$ cat src/rtl/park_pkg.sv
// Shared definitions for the parking exit controller: FSM state encoding and
// the clog2-derived widths used by the top and the slot table.
package park_pkg;

  typedef enum logic [1:0] {
    ST_IDLE   = 2'd0,
    ST_CHECK  = 2'd1,
    ST_RESULT = 2'd2,
    ST_LOCKED = 2'd3
  } park_state_e;

  localparam int DEF_NUM_SLOTS = 8;

  function automatic int token_w(input int slots);
    return (slots < 2) ? 1 : $clog2(slots);
  endfunction

  function automatic int cnt_w(input int slots);
    return $clog2(slots + 1);
  endfunction

endpackage

$ cat src/rtl/park_slot_table.sv
// Per-slot occupancy and stored exit pattern, with entry write port, release
// (clear) port, lookup port and a running count of free slots.
module park_slot_table
  import park_pkg::*;
#(
  parameter int NUM_SLOTS = DEF_NUM_SLOTS,
  parameter int PATTERN_W = 3,
  parameter int TOKEN_W   = token_w(DEF_NUM_SLOTS),
  parameter int CNT_W     = cnt_w(DEF_NUM_SLOTS)
) (
  input  logic                 clk,
  input  logic                 rst_n,
  input  logic                 wr_req,
  input  logic [TOKEN_W-1:0]   wr_token,
  input  logic [PATTERN_W-1:0] wr_pattern,
  output logic                 wr_ok,
  input  logic                 clr_en,
  input  logic [TOKEN_W-1:0]   clr_token,
  input  logic [TOKEN_W-1:0]   rd_token,
  output logic                 rd_occupied,
  output logic [PATTERN_W-1:0] rd_pattern,
  output logic [CNT_W-1:0]     free_count
);

  localparam logic [TOKEN_W:0] SLOT_LIMIT = (TOKEN_W + 1)'(NUM_SLOTS);

  logic [NUM_SLOTS-1:0] occupied;
  logic [PATTERN_W-1:0] pattern_mem [NUM_SLOTS];
  logic                 wr_in_range;
  logic                 rd_in_range;

  assign wr_in_range = ({1'b0, wr_token} < SLOT_LIMIT);
  assign rd_in_range = ({1'b0, rd_token} < SLOT_LIMIT);
  // A slot being released this cycle still reads occupied, so entry to it is refused.
  assign wr_ok       = wr_req && wr_in_range && !occupied[wr_token];

  // Lookup port; out-of-range tokens read as an empty slot.
  always_comb begin
    rd_occupied = 1'b0;
    rd_pattern  = '0;
    if (rd_in_range) begin
      rd_occupied = occupied[rd_token];
      rd_pattern  = pattern_mem[rd_token];
    end else begin
      rd_occupied = 1'b0;
      rd_pattern  = '0;
    end
  end

  // Occupancy and pattern storage.
  always_ff @(posedge clk or negedge rst_n) begin
    if (!rst_n) begin
      occupied <= '0;
      for (int i = 0; i < NUM_SLOTS; i++) begin
        pattern_mem[i] <= '0;
      end
    end else begin
      if (wr_ok) begin
        occupied[wr_token]    <= 1'b1;
        pattern_mem[wr_token] <= wr_pattern;
      end
      if (clr_en) begin
        occupied[clr_token] <= 1'b0;
      end
    end
  end

  // Free-slot counter; an entry and a release in the same cycle cancel out.
  always_ff @(posedge clk or negedge rst_n) begin
    if (!rst_n) begin
      free_count <= CNT_W'(NUM_SLOTS);
    end else begin
      case ({wr_ok, clr_en})
        2'b10:   free_count <= free_count - CNT_W'(1);
        2'b01:   free_count <= free_count + CNT_W'(1);
        default: free_count <= free_count;
      endcase
    end
  end

endmodule

$ cat src/rtl/park_exit_ctrl.sv
// Parking exit controller: slot registration and pattern-checked exit with a
// fixed two-cycle result latency. Build macro PARK_LOCKOUT_EN enables lockout.
module park_exit_ctrl
  import park_pkg::*;
#(
  parameter int NUM_SLOTS   = 8,
  parameter int PATTERN_W   = 3,
  parameter int MAX_FAIL    = 3,
  parameter int LOCK_CYCLES = 16,
  localparam int TOKEN_W    = token_w(NUM_SLOTS),
  localparam int CNT_W      = cnt_w(NUM_SLOTS)
) (
  input  logic                 clk,
  input  logic                 rst_n,
  input  logic                 enter_valid,
  input  logic [TOKEN_W-1:0]   enter_token,
  input  logic [PATTERN_W-1:0] enter_pattern,
  output logic                 enter_err,
  input  logic                 exit_valid,
  output logic                 exit_ready,
  input  logic [TOKEN_W-1:0]   exit_token,
  input  logic [PATTERN_W-1:0] exit_pattern,
  output logic                 result_valid,
  output logic                 result_grant,
  output logic [NUM_SLOTS-1:0] park_location,
  output logic [CNT_W-1:0]     free_count,
  output logic                 locked
);

  localparam int               FAIL_W   = $clog2(MAX_FAIL + 1);
  localparam logic [FAIL_W-1:0] FAIL_MAX = FAIL_W'(MAX_FAIL);

  park_state_e          state;
  park_state_e          next_state;
  logic [TOKEN_W-1:0]   cap_token;
  logic [PATTERN_W-1:0] cap_pattern;
  logic [FAIL_W-1:0]    fail_cnt;
  logic [FAIL_W-1:0]    fail_next;
  logic                 accept;
  logic                 check_grant;
  logic                 wr_ok;
  logic                 rd_occupied;
  logic [PATTERN_W-1:0] rd_pattern;
  logic                 clr_en;

  assign accept      = exit_valid && exit_ready;
  assign check_grant = rd_occupied && (rd_pattern == cap_pattern);
  assign clr_en      = (state == ST_RESULT) && result_grant;

  park_slot_table #(
    .NUM_SLOTS (NUM_SLOTS),
    .PATTERN_W (PATTERN_W),
    .TOKEN_W   (TOKEN_W),
    .CNT_W     (CNT_W)
  ) u_table (
    .clk         (clk),
    .rst_n       (rst_n),
    .wr_req      (enter_valid),
    .wr_token    (enter_token),
    .wr_pattern  (enter_pattern),
    .wr_ok       (wr_ok),
    .clr_en      (clr_en),
    .clr_token   (cap_token),
    .rd_token    (cap_token),
    .rd_occupied (rd_occupied),
    .rd_pattern  (rd_pattern),
    .free_count  (free_count)
  );

`ifdef PARK_LOCKOUT_EN
  localparam int LOCK_W = $clog2(LOCK_CYCLES + 1);
  logic [LOCK_W-1:0] lock_timer;

  // Lockout timer: loaded on entry to LOCKED, counts down to the exit cycle.
  always_ff @(posedge clk or negedge rst_n) begin
    if (!rst_n) begin
      lock_timer <= '0;
    end else if ((state == ST_RESULT) && (next_state == ST_LOCKED)) begin
      lock_timer <= LOCK_W'(LOCK_CYCLES - 1);
    end else if ((state == ST_LOCKED) && (lock_timer != '0)) begin
      lock_timer <= lock_timer - LOCK_W'(1);
    end else begin
      lock_timer <= lock_timer;
    end
  end

  // Registered lockout flag, aligned with the LOCKED state.
  always_ff @(posedge clk or negedge rst_n) begin
    if (!rst_n) begin
      locked <= 1'b0;
    end else begin
      locked <= (next_state == ST_LOCKED);
    end
  end
`else
  assign locked = 1'b0;
`endif

  // Next-state and fail-counter update.
  always_comb begin
    next_state = state;
    fail_next  = fail_cnt;
    case (state)
      ST_IDLE: begin
        if (accept) begin
          next_state = ST_CHECK;
        end else begin
          next_state = ST_IDLE;
        end
      end
      ST_CHECK: begin
        next_state = ST_RESULT;
      end
      ST_RESULT: begin
        if (result_grant) begin
          fail_next = '0;
        end else if (fail_cnt < FAIL_MAX) begin
          fail_next = fail_cnt + FAIL_W'(1);
        end else begin
          fail_next = fail_cnt;
        end
`ifdef PARK_LOCKOUT_EN
        if (!result_grant && (fail_next == FAIL_MAX)) begin
          next_state = ST_LOCKED;
        end else begin
          next_state = ST_IDLE;
        end
`else
        next_state = ST_IDLE;
`endif
      end
      ST_LOCKED: begin
`ifdef PARK_LOCKOUT_EN
        if (lock_timer == '0) begin
          next_state = ST_IDLE;
          fail_next  = '0;
        end else begin
          next_state = ST_LOCKED;
        end
`else
        next_state = ST_IDLE;
`endif
      end
      default: begin
        next_state = ST_IDLE;
        fail_next  = '0;
      end
    endcase
  end

  // State, fail counter and captured exit request.
  always_ff @(posedge clk or negedge rst_n) begin
    if (!rst_n) begin
      state       <= ST_IDLE;
      fail_cnt    <= '0;
      cap_token   <= '0;
      cap_pattern <= '0;
    end else begin
      state    <= next_state;
      fail_cnt <= fail_next;
      if (accept) begin
        cap_token   <= exit_token;
        cap_pattern <= exit_pattern;
      end
    end
  end

  // Registered outputs; the result is decided in CHECK and presented in RESULT.
  always_ff @(posedge clk or negedge rst_n) begin
    if (!rst_n) begin
      exit_ready    <= 1'b1;
      result_valid  <= 1'b0;
      result_grant  <= 1'b0;
      park_location <= '0;
      enter_err     <= 1'b0;
    end else begin
      exit_ready   <= (next_state == ST_IDLE);
      result_valid <= (state == ST_CHECK);
      result_grant <= (state == ST_CHECK) && check_grant;
      if ((state == ST_CHECK) && check_grant) begin
        park_location <= NUM_SLOTS'(1) << cap_token;
      end else begin
        park_location <= '0;
      end
      enter_err <= enter_valid && !wr_ok;
    end
  end

endmodule

$ cat config.mk
export PLATFORM = sky130hd
export DESIGN_NAME = park_exit_ctrl
export DESIGN_NICKNAME = d
export VERILOG_FILES = /design/src/rtl/park_pkg.sv /design/src/rtl/park_slot_table.sv /design/src/rtl/park_exit_ctrl.sv
export SDC_FILE = /design/constraint.sdc
export NUM_CORES = 1
export LEC_CHECK = 0
export ABC_AREA = 1
export BUFFER_PORTS_ARGS = -buffer_cell sky130_fd_sc_hd__buf_2
export CORE_UTILIZATION = 40
export CTS_CLUSTER_DIAMETER = 60
export DETAILED_ROUTE_END_ITERATION = 12
export HOLD_SLACK_MARGIN = 0.05
export PLACE_DENSITY_LB_ADDON = 0.2
export SYNTH_ARGS = -nofsm -noshare
export SYNTH_HDL_FRONTEND = slang
export SYNTH_SLANG_ARGS = --single-unit
$ cat constraint.sdc
create_clock -name clk -period 4 [get_ports clk]
set_clock_uncertainty 0.2 [all_clocks]
set_input_delay 0.4 -clock clk [delete_from_list [all_inputs] [get_ports clk]]
set_output_delay 0.4 -clock clk [all_outputs]
set_load 0.01 [all_outputs]
# Word-level counts from Yosys, hierarchy flattened

Cells that the tools add are included.

Register bits: 56
Input bits: 16
Logic and storage cells: 74

$add $sub $neg: 2
$lt $le $gt $ge: 7
Equal/unequal tests: 6
Shift operators: 1
Mux-type cells: 20
Bitwise operators: 5
Reduce and logical (&&, ||, !) cells: 15

Operators with widths:

| operator              | count |
|---|---|
| $bwmux W24            | 1 |
| $mux W8               | 3 |
| $bmux W3 S3           | 1 |
| $demux W3 S3          | 1 |
| $logic_and A1 B1 Y1   | 9 |
| $mux W3               | 3 |
| $and A8 B8 Y8         | 1 |
| $ge A4 B4 Y1 const B  | 2 |
| $lt A3 B4 Y1 const B  | 2 |
| $not A3 Y4            | 2 |
| $not A8 Y8            | 1 |
| $or A8 B8 Y8          | 1 |
| $pmux W4 S2           | 1 |
| $shl A1 B3 Y8 const A | 1 |
| $bmux W1 S3           | 2 |
| $demux W1 S3          | 2 |
| $eq A2 B2 Y1 const B  | 3 |
| $ge A3 B1 Y1 const B  | 2 |
| $pmux W2 S3           | 1 |
| $mux W1               | 5 |
| $add A4 B1 Y4 const B | 1 |
| $eq A2 B1 Y1 const B  | 2 |
| $logic_not A2 Y1      | 2 |
| $lt A4 B1 Y1 const B  | 1 |
| 5 further kinds       | 6 |

# Depth between registers and ports, before layout

Gate-level depths: netlist (run 1).

Depth in word-level cells: 8
Depth in mapped cells: 18
Gate-level depth less buffers: 17

# By module

Synthesis (run 1) repeated with hierarchy kept, for this count alone.

Cell total of the unflattened synthesis: 348
Area total of the unflattened synthesis: 2910.3 um^2

By module, submodules not included:

| module          | times used | cells an instance | area each (um^2) |
|---|---|---|---|
| park_slot_table | 1          | 265               | 2165.8 |
| park_exit_ctrl  | 1          | 83                | 744.5 |

# Worst setup path after synthesis (run 1)

OpenSTA, ideal clock, no wires.

Kind: input to register
Start point: in enter_token[0]
End point: reg u_table.free_count[3]
Data arrival time: 2287 ps
Data required time: 3725 ps
Setup slack: 1438 ps
Cell stages on the path: 18
Path buffers: 1
Cells stage by stage: buf_6 -> nand2_1 -> o21ai_1 -> nand2_1 -> nand2_1 -> nand2_2 -> nand2_4 -> nor2_8 -> inv_1 -> ha_1 -> inv_1 -> ha_1 -> a21o_1 -> a21oi_1 -> nor2_1 -> nor2_1 -> nand2_1 -> xnor2_1

Word-level cells in the longest chain between the ends: 6
Elaborated cells on any way between the ends: 8
Those cells by class: eq/ne (2); mux (3); reduce/logical (3)

Ends and longest elaborated chain:

| item                                              | line                  | source |
|---|---|---|
| start: declaration                                | park_exit_ctrl.sv:16  | `input logic [TOKEN_W-1:0] enter_token,` |
| $bmux W1 S3 *                                     | park_slot_table.sv:35 | `assign wr_ok = wr_req && wr_in_range && !occupied[wr_token];` |
| $mux W1 (not written as such) *                   | park_slot_table.sv:35 |  |
| $logic_not A1 Y1 *                                | park_slot_table.sv:35 |  |
| $logic_and A1 B1 Y1 *                             | park_slot_table.sv:35 |  |
| $eq A2 B1 Y1 or $eq A2 B2 Y1 (tied branches)      | park_slot_table.sv:73 | `case ({wr_ok, clr_en})` |
| $pmux W4 S2 or $reduce_bool A2 Y1 (tied branches) | --                    |  |
| end signal: assignment                            | park_slot_table.sv:74 | `2'b10: free_count <= free_count - CNT_W'(1);` |
| end signal: assignment                            | park_slot_table.sv:75 | `2'b01: free_count <= free_count + CNT_W'(1);` |
| end signal: assignment                            | park_slot_table.sv:76 | `default: free_count <= free_count;` |
| end: declaration                                  | park_slot_table.sv:22 | `output logic [CNT_W-1:0] free_count` |

Mark *: on every way between the ends. The rest lies on a longest branch, timed or not. The select of a mux whose other input is x is not followed.
A chain may end at the register's enable or synchronous reset.

# Worst setup path in the final report (run 1)

Start point: reg u_table.occupied[5]
End point: reg u_table.free_count[3]

Word-level cells in the longest chain between the ends: 6
Elaborated cells on any way between the ends: 8
Those cells by class: eq/ne (2); mux (3); reduce/logical (3)

Ends and longest elaborated chain:

| item                                              | line                  | source |
|---|---|---|
| start: declaration                                | park_slot_table.sv:27 | `logic [NUM_SLOTS-1:0] occupied;` |
| start signal: assignment                          | park_slot_table.sv:53 | `occupied <= '0;` |
| start signal: indexed assignment                  | park_slot_table.sv:59 | `occupied[wr_token] <= 1'b1;` |
| start signal: indexed assignment                  | park_slot_table.sv:63 | `occupied[clr_token] <= 1'b0;` |
| $bmux W1 S3 *                                     | park_slot_table.sv:35 |  |
| $mux W1 (not written as such) *                   | park_slot_table.sv:35 |  |
| $logic_not A1 Y1 *                                | park_slot_table.sv:35 |  |
| $logic_and A1 B1 Y1 *                             | park_slot_table.sv:35 |  |
| $eq A2 B1 Y1 or $eq A2 B2 Y1 (tied branches)      | park_slot_table.sv:73 |  |
| $pmux W4 S2 or $reduce_bool A2 Y1 (tied branches) | --                    |  |

Marked as above.

==> flow_summary.toml, run 1 <==
[clocking]
cts_buffers = 5
cts_sinks = 55
cts_tree = "built"
clk_latency_ps = 310
cts.repair.resized = 0
cts.reportedPaths.clkPinSlew_ps = 90
cts_setup_buffers = 0
clockBufferDepth = 2
root_buffer = "clkbuf_8"
ctsHtreeMaxLevel = 2

[setup_path]
cp_slowest_cell = "dfrtp_1"
setup.worst_path.class = "register to register"
critical_path.startpoint_type = "register"
critPathBufInv = 2
r2r_cells = 17
cp-end-kind = "register"
worstPathRequired_ps = 4040
crit_chain = "nand2_1, o21ai_1, nand2_1, nand2_1, nand2_2, nand2_4, nor2_8, inv_1, ha_1, inv_1, ha_1, a21o_1, a21oi_1, nor2_1, nor2_1, nand2_1, xnor2_1"
r2r_setup_slack_ps = 1340
crit_path_frequent_cell = "nand2_1"
cpPeakStageDelay_ps = 420
worst_r2r_endpoint = "u_table.free_count[3]"
r2r-start = "u_table.occupied[5]"
arrival_ps = 2700
critPathTopFamily = "simple AND/OR/NAND/NOR gates"
critPathMaxFanout = 9

[global_routing]
grt_max_degree = 33
grt_pass1_wl_um = 9840
grt_pass1_vias = 2039
grt_overflow = 0
grt.total_usage = 0.172
antenna_found_initial = 0

[routing]
vias = 2094
drtAntennaViolNets = 0
drt_iter0_markers = 119
via_per_inst = 4.80
drt_wl_total_um = 5700
dr.pass1.iters = 4
wl_per_cell_um = 13.1
drt_drc_violations_left = 0

[place]
gp_congestion = 0.790
io_buffers = 31
dp_hpwl_um = 4190

[layout]
nets = 378
antenna_cells = 0
layout-drive-gt1-share = 0.228
fin_util = 0.469
areaGrowthSynthToFinish_pct = 10.2

[timing]
fmax_ghz = 0.376
rsz0062_at_grt = "no"
finalHoldViolations = 0
min_period_ps = 2660
worstMarginPinSlew_ps = 703
final_max_slew_viol_count = 0
finalSetupTns_ps = 0
setup_violations = 0
slew_headroom = 0.532
min_period_over_period = 0.665

[hold_path]
hold_path_class = "primary input to register"
hold_path.startpoint = "exit_pattern[1]"
min_to = "cap_pattern[1]"
whs_path_depth = 2

[power_and_ir_drop]
p_seq_frac = 0.483
combPwrFrac = 0.344
p_leak_uw = 0.00163
p_int_uw = 1040
sw_frac_of_total = 0.393
p_switching_uw = 677
vdd_ir_drop_max_mv = 0.196
power.density_nw_per_um2 = 566
power.share.clock = 0.174

[job]
max_cap_viol_count = 0

[floorplan]
fp.dieW_um = 85.1
die_h_um = 85.1
die_area_sq_um = 7240
core_sq_um = 6490
initial_core_util = 0.425
rows = 29
io_pins = 33

[synthesis]
syn_nets = 346
yosys_register_bits = 55
netlist_area_sq_um = 2760
synth_seq_area_share = 0.499
synthCells = 326
ys.warnings.count = 0
yosysUniqueCellTypes = 29
synth.avg_cell_area_sq_um = 8.47

[run_status]
status = "complete, no violations"
-- cells by family after synthesis --
| logic type | Yosys count | synth area share |
|---|---|---|
| adders and majority gates | 4 | 0.0208 |
| other | 1 | 0.00136 |
| AOI/OAI and AO/OA | 45 | 0.0933 |
| muxes | 3 | 0.0122 |
| buffers and inverters | 33 | 0.0607 |
| xor gates and xnor gates | 3 | 0.00952 |
| DFF | 55 | 0.499 |
| and+or+nand+nor | 182 | 0.303 |
-- cells in the final DEF (no fill, tap or decap) --
cell type | netlist | final
xnor2_1 | 3 | 3
a21oi_2 | 8 | 8
inv_2 | 6 | 6
mux2_2 | 3 | 3
o21ai_0 | 2 | 2
nand2_4 | 10 | 10
nor2_1 | 23 | 23
inv_6 | 1 | 1
dlygate4sd3_1 | 0 | 1
ha_1 | 3 | 3
nor2_2 | 10 | 10
dfstp_2 | 2 | 2
clkbuf_1 | 1 | 2
fa_1 | 1 | 1
clkbuf_8 | 0 | 5
o21ai_1 | 27 | 27
conb_1 | 1 | 1
nand2_2 | 2 | 2
clkinv_2 | 0 | 1
nor3_1 | 9 | 9
dfrtp_1 | 53 | 53
nor2_8 | 1 | 1
a21o_1 | 1 | 1
nand2_1 | 117 | 117
buf_2 | 1 | 31
nand3b_1 | 1 | 1
buf_4 | 2 | 1
inv_1 | 18 | 18
nand3_1 | 8 | 8
a21oi_1 | 7 | 7
nand3_2 | 1 | 1
-- cells in the mapped netlist --
cell type	number	area share
dfrtp_1	53	0.48
nand2_2	2	0.0045
ha_1	3	0.014
clkbuf_1	1	0.0014
a21o_1	1	0.0027
nor2_1	23	0.031
buf_6	4	0.016
buf_2	1	0.0018
o21ai_0	2	0.0036
nand3_2	1	0.0036
nand3b_1	1	0.0027
mux2_2	3	0.012
nor2_8	1	0.0072
conb_1	1	0.0014
nor3_1	9	0.016
buf_4	2	0.0054
nor2_2	10	0.023
inv_2	6	0.0082
fa_1	1	0.0072
nand2_4	10	0.041
a21oi_1	7	0.013
a21oi_2	8	0.025
dfstp_2	2	0.019
nand2_1	117	0.16
inv_6	1	0.0032
o21ai_1	27	0.049
xnor2_1	3	0.0095
inv_1	18	0.024
nand3_1	8	0.014
-- area by class of cell --
class                           count  area [sq um]
Sequential cell                    55          1380
Inverter                           25          98.8
Clock buffer                        7          76.3
Fill cell                         646          3450
Tap cell                           77          96.3
Clock inverter                      1          5.00
Multi-Input combinational cell    238          1210
Timing Repair Buffer               33           173
-- sequential cells by signal, indices dropped and copies added, names as in the netlist, 3 cells and up --
signal	flops
u_table.occupied	8
cap_pattern	3
u_table.free_count	4
u_table.pattern_mem	24
cap_token	3
park_location	8
-- power groups by stage --
stage	registers, uW	clock network [uW]	logic, uW
CTS	830	307	599
finish	831	299	591
global route	850	326	687
floorplan	797	0	495
detailed placement	839	0	596
global placement	838	0	583
-- repair_timing --
action / 4_1_cts / 5_1_grt
hold buffers: 1 / 0
endpoints found under the setup margin: 0 / 0
hold endpoints to repair: 23 / 0
-- worst max-delay path by stage --
| stage | startpoint | to | slack (ps) | cells after the start |
|---|---|---|---|---|
| 2_1_floorplan | enter_token[0] | u_table.free_count[3] | 1440 | 18 |
| 3_3_place_gp | enter_token[0] | u_table.free_count[3] | 1240 | 17 |
| 3_5_place_dp | enter_token[0] | u_table.free_count[3] | 1150 | 17 |
| 4_1_cts | u_table.occupied[6] | u_table.free_count[3] | 1350 | 17 |
| 5_1_grt | u_table.occupied[2] | u_table.free_count[3] | 1130 | 17 |
| 6_report | u_table.occupied[5] | u_table.free_count[3] | 1340 | 17 |
-- worst register-to-register path, delay by kind of cell, from the launching register on --
family                   cells  cell delay, ps
adder cells (fa/ha/maj)      2             460
AO/OA/AOI/OAI                3             380
flip-flops                   1             420
XOR/XNOR                     1             130
AND/OR/NAND/NOR              9             810
buffers and inverters        2             200
-- stage by stage --
step	setup slack (ps)	instance area, sq um	total power, uW	hold WS, ps	instances
6_report	1340	3040	1720	118	436
5_1_grt	1130	3040	1860	117	436
4_1_cts	1350	3040	1740	116	436
3_5_place_dp	1150	2950	1440	218	427
3_3_place_gp	1240	2950	1420	222	427
2_1_floorplan	1440	2760	1290	-95.6	326
-- layer usage --
| layer | vias up | global-route usage | share of wire |
|---|---|---|---|
| met5 | - | 0 | 0 |
| met4 | 0 | 0.0601 | 0.022 |
| met3 | 13 | 0.0321 | 0.044 |
| met2 | 47 | 0.278 | 0.47 |
| met1 | 947 | 0.232 | 0.47 |
| li1 | 1087 | - | - |
Note: power is estimated with default switching activity, not from simulation.
==> run 2, diff against run 1 <==
==> constraint.sdc (replaced) <==
create_clock -name clk -period 2.7 [get_ports clk]
set_clock_uncertainty 0.2 [all_clocks]
set_input_delay 0.27 -clock clk [delete_from_list [all_inputs] [get_ports clk]]
set_output_delay 0.27 -clock clk [all_outputs]
set_load 0.01 [all_outputs]
==> run 2 against run 1 <==
Against the previous run: clock power is 51% higher; sequential power is 46% higher; worst hold slack worse by 23 ps; fmax is 12% higher; count of clock-buffer cells in the layout is 2 lower; sequential share of layout area is 1.3 points lower; flip-flop and latch count stayed put; utilization is 1.4 points higher; via count is 0.24% lower; cell count is 2.1% higher; critical path type unchanged; largest cell class unchanged.
==> flow_summary.toml, run 2 (synthesis results as in run 1) <==
[global_routing]
grt.total_usage = 0.165
antenna_found_initial = 0
grt_pass1_wl_um = 9280
grt_max_degree = 56
grt_overflow = 0
grt_pass1_vias = 1959

[floorplan]
core_sq_um = 6490
fp.dieW_um = 85.1
io_pins = 33
rows = 29
initial_core_util = 0.425
die_h_um = 85.1
die_area_sq_um = 7240

[timing]
finalSetupTns_ps = 0
setup_violations = 0
slew_headroom = 0.546
min_period_ps = 2380
final_max_slew_viol_count = 0
fmax_ghz = 0.421
rsz0062_at_grt = "no"
min_period_over_period = 0.881
worstMarginPinSlew_ps = 681
fin_ws_ps = 322
finalHoldViolations = 0

[setup_path]
setup.worst_path.class = "register to register"
critPathMaxFanout = 3
cp-end-kind = "register"
cpPeakStageDelay_ps = 380
critPathBufInv = 3
arrival_ps = 2420
cp_slowest_cell = "dfrtp_1"
critPathTopFamily = "simple AND/OR/NAND/NOR gates"
r2r_setup_slack_ps = 320
crit_chain = "inv_2, o21ai_0, nand2_1, nand2_1, nand2_2, nand2_4, nor2_8, inv_1, ha_1, inv_1, ha_1, a21o_1, a21oi_1, nor2_1, nor2_1, nand2_1, xnor2_1"
worstPathRequired_ps = 2740
crit_path_frequent_cell = "nand2_1"
critical_path.startpoint_type = "register"

[routing]
drtAntennaViolNets = 0
drt_drc_violations_left = 0
wl_per_cell_um = 12.4
dr.pass1.iters = 4
vias = 2089
drt_iter0_markers = 83
via_per_inst = 4.69
drt_wl_total_um = 5540

[layout]
nets = 387
layout_commonest_cell = "nand2_1"
fillers = 630
areaGrowthSynthToFinish_pct = 13.5
multi_input_area_sq_um = 1210
fin_util = 0.482
regMostFlops = "u_table.pattern_mem"
largestRegisters = "u_table.pattern_mem (24), park_location (8), u_table.occupied (8)"
final_cell_mix = "nand2_1 (117), dfrtp_1 (53), buf_2 (31), o21ai_1 (27), nor2_1 (23)"
regArea_sq_um = 1380
design_area_sq_um = 3130
antenna_cells = 0
layout-drive-gt1-share = 0.236
largest_reg_flops = 24

[clocking]
cts.reportedPaths.clkPinSlew_ps = 100
cts_setup_buffers = 0
cts_tree = "built"
clockBufferDepth = 2
cts_buffers = 5
ctsHoldBuffers = 7
cts.repair.resized = 0
ctsHtreeMaxLevel = 2
cts_sinks = 55
clk_latency_ps = 300
root_buffer = "clkbuf_8"

[power_and_ir_drop]
p_leak_uw = 0.00167
power.density_nw_per_um2 = 819
vdd_ir_drop_max_mv = 0.345
total_power_uw = 2560

[place]
io_buffers = 31
dpl_worst_slack_ps = 244
dp_hpwl_um = 4030
gp_congestion = 0.825
dpl_cell_area_sq_um = 2970

[job]
max_cap_viol_count = 0

[run_status]
status = "complete, no violations"

[hold_path]
hold_path_class = "primary input to register"
## run 2: layout make-up
cell class                 count  share of cell area
multi-input combinational    238               0.388
tap                           77              0.0308
inverter                      25              0.0315
timing repair buffer          42              0.0815
clock inverter                 3             0.00639
sequential                    55               0.440
clock buffer                   5              0.0220
## run 2: per-stage QoR
stage,hold slack [ps],std cells
2_1_floorplan,-226,326
3_3_place_gp,244,430
3_5_place_dp,246,430
4_1_cts,97.8,445
5_1_grt,96.8,445
6_report,95.2,445
## run 2: per-layer routing
| layer | routed length, um | track usage | up-vias |
|---|---|---|---|
| li1 | - | - | 1105 |
| met1 | 2830 | 0.223 | 954 |
| met2 | 2510 | 0.271 | 23 |
| met3 | 116 | 0.0272 | 7 |
| met4 | 75 | 0.0524 | 0 |
| met5 | 0 | 0 | - |
## run 2: tightest hold or removal path: cells and delay by family
| kind | cells | cell delay, ps |
|---|---|---|
| buf+inv | 2 | 170 |
| compound gates | 1 | 130 |
## run 2: worst paths after layout
check / to / depth (start not counted) / start
worst max register to register: u_table.free_count[3] / 17 / u_table.occupied[6]
worst min register to register: state[0] / 1 / state[0]
max in group asynchronous: u_table.pattern_mem[8] / 3 / rst_n
worst max-delay path: u_table.free_count[3] / 17 / u_table.occupied[6]
min in group asynchronous: enter_err / 3 / rst_n
worst min-delay path: enter_err / 3 / enter_valid
## run 2: where the power goes
group          internal, uW  leakage, uW  total [uW]  switching [uW]
logic                   348     0.000961         905             557
clock network           181    0.0000402         450             269
registers              1030     0.000665        1210             178
